## src/rtl/spi_bus_arbiter.sv

```systemverilog
`default_nettype none
// ============================================================================
//  Module   : spi_bus_arbiter
//  Purpose  : Round-robin arbiter that shares one SPI master between
//             NUM_REQ requesters on a whole-transaction basis. The winner's
//             slave select and command word are captured at grant and held
//             for the whole frame. The received word and a one-cycle done
//             pulse go back to the winner, and a dead GAP cycle follows.
//
//  Ports    : clk, rst_n            clock, asynchronous active-low reset
//             req[N]                per-requester request (level)
//             req_ss[3N]            packed slave selects, [3i+2:3i]
//             req_data[16N]         packed command words, [16i+15:16i]
//             gnt[N]                one-hot grant for the whole transaction
//             done[N]               one-cycle completion pulse
//             rd_data[16]           received word, valid while done is high
//             wrt_SPI               one-cycle start pulse to the SPI master
//             SPI_data[16], ss[3]   command word / slave select to the master
//             SPI_done, SPI_rd_data frame-complete pulse / receive word
//             busy                  high from grant through the GAP cycle
//             timeout               sticky watchdog flag
//
//  Options  : `define SPI_ARB_TIMEOUT_EN adds a WAIT-state watchdog. It
//             completes a stuck frame after TIMEOUT_CYC cycles with
//             rd_data = 16'hFFFF and sets the sticky timeout flag. Without
//             the macro, timeout is tied low.
//
//  Revision : 1.0  initial release
// ============================================================================
module spi_bus_arbiter #(
  parameter int NUM_REQ     = 3,
  parameter int TIMEOUT_CYC = 4095
) (
  input  logic                  clk,
  input  logic                  rst_n,
  input  logic [NUM_REQ-1:0]    req,
  input  logic [3*NUM_REQ-1:0]  req_ss,
  input  logic [16*NUM_REQ-1:0] req_data,
  output logic [NUM_REQ-1:0]    gnt,
  output logic [NUM_REQ-1:0]    done,
  output logic [15:0]           rd_data,
  output logic                  wrt_SPI,
  output logic [15:0]           SPI_data,
  output logic [2:0]            ss,
  input  logic                  SPI_done,
  input  logic [15:0]           SPI_rd_data,
  output logic                  busy,
  output logic                  timeout
);

  localparam int         PTR_W     = (NUM_REQ > 1) ? $clog2(NUM_REQ) : 1;
  localparam logic [2:0] c_ss_none = 3'b111;

  typedef enum logic [1:0] {
    IDLE   = 2'd0,
    LAUNCH = 2'd1,
    WAIT   = 2'd2,
    GAP    = 2'd3
  } state_t;

  state_t             state_q,    state_d;
  logic [PTR_W-1:0]   rr_ptr_q,   rr_ptr_d;
  logic [NUM_REQ-1:0] gnt_q,      gnt_d;
  logic [NUM_REQ-1:0] done_q,     done_d;
  logic [15:0]        rd_data_q,  rd_data_d;
  logic               wrt_spi_q,  wrt_spi_d;
  logic [15:0]        spi_data_q, spi_data_d;
  logic [2:0]         ss_q,       ss_d;
  logic               busy_q,     busy_d;

  // Unpacked views of the packed per-requester buses
  logic [2:0]  ss_arr   [NUM_REQ];
  logic [15:0] data_arr [NUM_REQ];

  for (genvar gi = 0; gi < NUM_REQ; gi++) begin : g_unpack
    assign ss_arr[gi]   = req_ss[3*gi +: 3];
    assign data_arr[gi] = req_data[16*gi +: 16];
  end

`ifdef SPI_ARB_TIMEOUT_EN
  // At least 12 bits, wider if TIMEOUT_CYC needs more
  localparam int CNT_W = ($clog2(TIMEOUT_CYC + 1) > 12) ? $clog2(TIMEOUT_CYC + 1) : 12;
  // The counter reads k-1 during the k-th WAIT cycle, so firing at
  // TIMEOUT_CYC-1 completes the frame exactly TIMEOUT_CYC cycles into WAIT
  localparam logic [CNT_W-1:0] c_wd_limit = CNT_W'(TIMEOUT_CYC - 1);

  logic [CNT_W-1:0] wd_cnt_q, wd_cnt_d;
  logic             timeout_q, timeout_d;
`endif

  // --------------------------------------------------------------------------
  // Round-robin search: first set req bit at or above rr_ptr, wrapping.
  // probe carries one spare bit so rr_ptr + k cannot overflow before the
  // modulo correction.
  // --------------------------------------------------------------------------
  logic             sel_valid;
  logic [PTR_W-1:0] sel_idx;
  logic [PTR_W:0]   probe;

  always_comb begin
    sel_valid = 1'b0;
    sel_idx   = '0;
    probe     = '0;
    for (int k = 0; k < NUM_REQ; k++) begin
      probe = {1'b0, rr_ptr_q} + (PTR_W+1)'(k);
      if (probe >= (PTR_W+1)'(NUM_REQ)) begin
        probe = probe - (PTR_W+1)'(NUM_REQ);
      end
      if (!sel_valid && req[probe[PTR_W-1:0]]) begin
        sel_valid = 1'b1;
        sel_idx   = probe[PTR_W-1:0];
      end
    end
  end

  // --------------------------------------------------------------------------
  // Next-state and registered-output logic
  // --------------------------------------------------------------------------
  always_comb begin
    state_d    = state_q;
    rr_ptr_d   = rr_ptr_q;
    gnt_d      = gnt_q;
    done_d     = '0;
    rd_data_d  = rd_data_q;
    wrt_spi_d  = 1'b0;
    spi_data_d = spi_data_q;
    ss_d       = ss_q;
    busy_d     = busy_q;
`ifdef SPI_ARB_TIMEOUT_EN
    wd_cnt_d   = wd_cnt_q;
    timeout_d  = timeout_q;
`endif

    case (state_q)
      IDLE: begin
        if (sel_valid) begin
          // The slave select and command word are captured here only.
          // Later changes on req_ss/req_data do not reach the frame.
          gnt_d      = NUM_REQ'(1) << sel_idx;
          ss_d       = ss_arr[sel_idx];
          spi_data_d = data_arr[sel_idx];
          busy_d     = 1'b1;
          rr_ptr_d   = (sel_idx == PTR_W'(NUM_REQ - 1)) ? '0 : sel_idx + 1'b1;
          state_d    = LAUNCH;
        end
      end

      LAUNCH: begin
        // Registered, so the start pulse is seen in the first WAIT cycle
        wrt_spi_d = 1'b1;
        state_d   = WAIT;
`ifdef SPI_ARB_TIMEOUT_EN
        wd_cnt_d  = '0;
`endif
      end

      WAIT: begin
        if (SPI_done) begin
          rd_data_d = SPI_rd_data;
          done_d    = gnt_q;
          gnt_d     = '0;
          ss_d      = c_ss_none;
          state_d   = GAP;
        end
`ifdef SPI_ARB_TIMEOUT_EN
        else if (wd_cnt_q == c_wd_limit) begin
          rd_data_d = 16'hFFFF;
          done_d    = gnt_q;
          gnt_d     = '0;
          ss_d      = c_ss_none;
          timeout_d = 1'b1;
          state_d   = GAP;
        end else begin
          wd_cnt_d  = wd_cnt_q + 1'b1;
        end
`endif
      end

      GAP: begin
        // Dead cycle: lets the requester drop req after done before the
        // next arbitration samples it
        busy_d  = 1'b0;
        state_d = IDLE;
      end

      default: begin
        state_d = IDLE;
      end
    endcase
  end

  always_ff @(posedge clk or negedge rst_n) begin
    if (!rst_n) begin
      state_q    <= IDLE;
      rr_ptr_q   <= '0;
      gnt_q      <= '0;
      done_q     <= '0;
      rd_data_q  <= 16'h0000;
      wrt_spi_q  <= 1'b0;
      spi_data_q <= 16'h0000;
      ss_q       <= c_ss_none;
      busy_q     <= 1'b0;
    end else begin
      state_q    <= state_d;
      rr_ptr_q   <= rr_ptr_d;
      gnt_q      <= gnt_d;
      done_q     <= done_d;
      rd_data_q  <= rd_data_d;
      wrt_spi_q  <= wrt_spi_d;
      spi_data_q <= spi_data_d;
      ss_q       <= ss_d;
      busy_q     <= busy_d;
    end
  end

`ifdef SPI_ARB_TIMEOUT_EN
  always_ff @(posedge clk or negedge rst_n) begin
    if (!rst_n) begin
      wd_cnt_q  <= '0;
      timeout_q <= 1'b0;
    end else begin
      wd_cnt_q  <= wd_cnt_d;
      timeout_q <= timeout_d;
    end
  end

  assign timeout = timeout_q;
`else
  // Watchdog not built. TIMEOUT_CYC has no effect in this configuration.
  logic unused_timeout_cfg;
  assign unused_timeout_cfg = ^TIMEOUT_CYC;
  assign timeout            = 1'b0;
`endif

  assign gnt      = gnt_q;
  assign done     = done_q;
  assign rd_data  = rd_data_q;
  assign wrt_SPI  = wrt_spi_q;
  assign SPI_data = spi_data_q;
  assign ss       = ss_q;
  assign busy     = busy_q;

endmodule
`default_nettype wire

```

## config.mk

```make
export PLATFORM = sky130hd
export DESIGN_NAME = spi_bus_arbiter
export DESIGN_NICKNAME = d
export VERILOG_FILES = /design/src/rtl/spi_bus_arbiter.sv
export SDC_FILE = /design/constraint.sdc
export NUM_CORES = 1
export LEC_CHECK = 0
export ABC_AREA = 1
export BUFFER_PORTS_ARGS = -buffer_cell sky130_fd_sc_hd__buf_2
export CORE_UTILIZATION = 46
export DETAILED_ROUTE_END_ITERATION = 12
export PLACE_DENSITY = 0.81
export SLEW_MARGIN = 20
export SYNTH_ARGS = -nofsm -noshare
export SYNTH_HDL_FRONTEND = slang
export SYNTH_SLANG_ARGS = --single-unit
```

## constraint.sdc

```tcl
create_clock -name clk -period 3.1 [get_ports clk]
set_input_delay 0.465 -clock clk [delete_from_list [all_inputs] [get_ports clk]]
set_output_delay 0.465 -clock clk [all_outputs]
set_load 0.03 [all_outputs]
```

==> impl_metrics.csv <==
group,metric,value,unit
outcome,status,"complete, no violations",
timing,timing_worst_slew_pin_value,764,ps
yosys,postSynth.topFlopCell,"sky130_fd_sc_hd__dfrtp_1",
yosys,synth_area_leaders,"sky130_fd_sc_hd__dfrtp_1, sky130_fd_sc_hd__nand2_1, sky130_fd_sc_hd__nor2_1",
timing,final.setup.worst_slack,566,ps
clock_network,cts-root-to-sink-buffers,2,
clock_network,cts_num_sinks,47,
floorplan,num_rows,27,
setup_path,cp_slowest_stage_delay,570,ps
placement,hpwl_dp,4810,um
timing,maxClockFrequency,395,MHz
grt,grt_antenna_before_repair,0,
grt,grt_first_pass_wirelength,10700,um
setup_path,ff2ff_path_depth,13,
routing,vias_per_cell,4.91,
floorplan,floorplan.core_area,0.00561,mm^2
yosys,mappedNetlistArea,0.00272,mm^2
grt,number_of_global_route_vias_before_repair,2428,
grt,overflow,0,
clock_network,cts_inserted_buffers,5,
grt,track_usage,21.8,%
timing,period_utilization_post_route,81.7,%
setup_path,criticalPathCategory,"reg2reg",
layout,final_cell_area,0.00341,mm^2
layout,final_nets,529,
layout,final_layout_size_suffix_gt1_share,39.1,%
setup_path,critical_path_required,3330,ps
layout,nFillCells,521,
clock_network,post_cts_resize_count,0,
timing,setup_violations,0,
clock_network,cts.hold.buffers_added,0,
timing,report.final.hold_viol_count,0,
routing,detail-route-antenna-nets,0,
layout,insertedDiodeCount,0,
placement,place_ws,626,ps
yosys,mappedNetlistNets,414,
yosys,synth-warning-count,0,
routing,total_number_of_vias,2525,
routing,route.detailed.drc,0,
pwr,total_leakage_power,0.00186,uW
timing,clock-skew-final,7.33,ps
layout,stdcell_count,514,
job,cap_viol_max_count,0,
floorplan,starting_density_of_the_core,48.5,%
clock_network,clock_tree_from_tritoncts,"built",
clock_network,post_cts.repair.setup_buffers,0,
pwr,ir_worst_vdd,0.776,mV
clock_network,root_buffer_cell,"sky130_fd_sc_hd__clkbuf_8",
yosys,netlist.top_cell.by_area,"sky130_fd_sc_hd__dfrtp_1",
yosys,synth_area_per_cell,8.35,um^2
routing,routedWlPerCell,12.6,um
routing,detailedRoute.firstIterationViolations,37,
yosys,synth.top_cell.area_share,40.4,%
yosys,sequential_cell_area_fraction_in_the_yosys_report,43.3,%
timing,fin_crit,2530,ps
yosys,most_used_standard_cell_by_instance_count_after_synthesis,"sky130_fd_sc_hd__nand2_1",
setup_path,cp.arrival,2770,ps
placement,routabilityCongestion,1.00,
placement,io_buffers,121,
floorplan,floorplan.io_pins,123,
floorplan,die_h,78.9,um
floorplan,die_area,0.00623,mm^2
clock_network,clk_pin_slew,90,ps
yosys,number_of_flops_mapped_to_enable_cells_by_yosys,0,
placement,placement.cell_area,0.00330,mm^2
yosys,async_flop_share,100,%
routing,route.final.wire_length,6470,um
setup_path,end_kind,"flop",
layout,flow.area_growth_from_synthesis,25.4,%
pwr,power-per-cell-area,1330,mW/mm^2
setup_path,worst_r2r_src,"rr_ptr_q[0]$_DFFE_PN0P_",
clock_network,clock_insertion_delay_worst_skew,300,ps
clock_network,maximum_level_of_the_cts_h_tree,2,
yosys,synth.cells.most_frequent,"sky130_fd_sc_hd__nand2_1, sky130_fd_sc_hd__nor2_1, sky130_fd_sc_hd__dfrtp_1",
timing,totalNegativeSetupSlack,0,ps
yosys,synth_cells,326,
setup_path,r2r-end,"SPI_data[12]$_DFFE_PN0P_",
floorplan,die_x,78.9,um
yosys,synth-seq-cells,47,
setup_path,critical-path-slowest-cell,"sky130_fd_sc_hd__nand2_1",
setup_path,path_cells,"inv_1, ha_1, inv_2, nand2_1, nand3_1, nand2_1, nand3_1, nand3_2, nand2_1, nand2_1, nand2_1, nand2_1, a21oi_1",
grt,grt_max_degree,48,
min_path,worst_hold_path_type,"in2async",
routing,drt_pass1_iterations,4,
timing,timing.max_slew.rel_slack,49.0,%
setup_path,worstSetupStartpointType,"flop",
setup_path,timing.reg2reg.setup_slack,570,ps
layout,layout.core_utilization,60.9,%
placement,placed_cells_incl_taps,506,
timing,rsz0062_at_grt,"false",
timing,slew_viol_final,0,
setup_path,crit_path_max_fanout,20,
yosys,netlist-cell-type-count,30,
setup_path,critPathMostFrequentCell,"sky130_fd_sc_hd__nand2_1",
registers in the layout, summed over array words and instances, names as in the netlist:
register  cells
SPI_data     16
busy          1
done          3
gnt           3
rd_data      16
rr_ptr_q      2
ss            3
state_q       2
wrt_SPI       1
worst max-delay path by stage:
stage | startpoint | endpoint | slack (ps) | depth (start not counted)
2_1_floorplan | rr_ptr_q[0]$_DFFE_PN0P_ | SPI_data[3]$_DFFE_PN0P_ | 1170 | 15
3_3_place_gp | rr_ptr_q[0]$_DFFE_PN0P_ | SPI_data[14]$_DFFE_PN0P_ | 770 | 14
4_1_cts | rr_ptr_q[0]$_DFFE_PN0P_ | SPI_data[12]$_DFFE_PN0P_ | 630 | 14
6_report | rr_ptr_q[0]$_DFFE_PN0P_ | SPI_data[12]$_DFFE_PN0P_ | 570 | 13
5_1_grt | rr_ptr_q[0]$_DFFE_PN0P_ | SPI_data[13]$_DFFE_PN0P_ | 300 | 14
3_5_place_dp | rr_ptr_q[0]$_DFFE_PN0P_ | SPI_data[12]$_DFFE_PN0P_ | 630 | 14
cells by family (layout without fill, tap and decap cells):
logic type	count (synthesis)	in the layout	synth area share, %
flip-flops	47	47	43.3
adder cells (fa/ha/maj)	9	9	4.14
AO/OA/AOI/OAI	23	23	5.10
buffers and inverters	44	160	9.38
multiplexers	16	16	6.62
other	1	1	0.138
AND/OR/NAND/NOR	186	186	31.3
stage by stage:
stage / hold slack, ps / power (uW)
6_report: 150 / 4550
2_1_floorplan: 169 / 3580
4_1_cts: 369 / 4570
3_3_place_gp: 482 / 4000
5_1_grt: 200 / 4960
3_5_place_dp: 491 / 4100
cell type report:
type,count,area (um^2),area share [%]
Sequential cell,47,1180,34.6
Multi-Input combinational cell,235,1290,37.7
Tap cell,72,90.1,2.64
Clock inverter,3,46.3,1.36
Inverter,28,110,3.23
Clock buffer,5,68.8,2.02
Timing Repair Buffer,124,631,18.5
routing by layer:
| layer | track usage [%] | routed length, um | up-vias |
|---|---|---|---|
| li1 | - | - | 1277 |
| met1 | 24.9 | 2700 | 1122 |
| met2 | 40.5 | 3160 | 115 |
| met3 | 5.29 | 511 | 11 |
| met4 | 5.82 | 91 | 0 |
| met5 | 0 | 0 | - |
cell usage in the layout, fill, tap and decap left out:
master	Yosys	routed
sky130_fd_sc_hd__o21a_1	1	1
sky130_fd_sc_hd__o31ai_1	1	1
sky130_fd_sc_hd__nand3_2	4	4
sky130_fd_sc_hd__clkbuf_8	0	5
sky130_fd_sc_hd__nand3_4	1	1
sky130_fd_sc_hd__o21ai_0	6	6
sky130_fd_sc_hd__conb_1	1	1
sky130_fd_sc_hd__mux2_2	16	16
sky130_fd_sc_hd__o21ai_1	1	1
sky130_fd_sc_hd__nand2_1	79	79
sky130_fd_sc_hd__o21ai_2	1	1
sky130_fd_sc_hd__dfrtp_1	44	44
sky130_fd_sc_hd__buf_2	2	120
sky130_fd_sc_hd__nand4_1	15	15
sky130_fd_sc_hd__nor2_8	1	1
sky130_fd_sc_hd__nor2_4	1	1
sky130_fd_sc_hd__buf_4	3	4
sky130_fd_sc_hd__inv_6	1	2
sky130_fd_sc_hd__inv_2	5	5
sky130_fd_sc_hd__ha_1	9	9
sky130_fd_sc_hd__o31ai_2	2	2
sky130_fd_sc_hd__inv_1	22	22
sky130_fd_sc_hd__nand2_2	5	5
sky130_fd_sc_hd__nor2_1	52	52
sky130_fd_sc_hd__a21oi_1	11	11
sky130_fd_sc_hd__nand3_1	27	27
sky130_fd_sc_hd__bufinv_16	0	1
sky130_fd_sc_hd__clkinvlp_4	0	1
sky130_fd_sc_hd__dfstp_2	3	3
sky130_fd_sc_hd__nand2_4	1	1
report_power, final:
part	switching [uW]	internal (uW)	leakage (uW)	total, uW
Clock	217	243	0.0000548	460
Combinational	2070	944	0.00125	3010
Sequential	151	926	0.000555	1080
worst max-delay path: cells and delay by family, from the launching register on:
family / cells / cell delay (ps)
compound gates: 1 / 150
fa+ha+maj: 1 / 390
buf+inv: 2 / 220
flops: 1 / 380
simple gates: 9 / 1300
(Power assumes the default switching activity.)
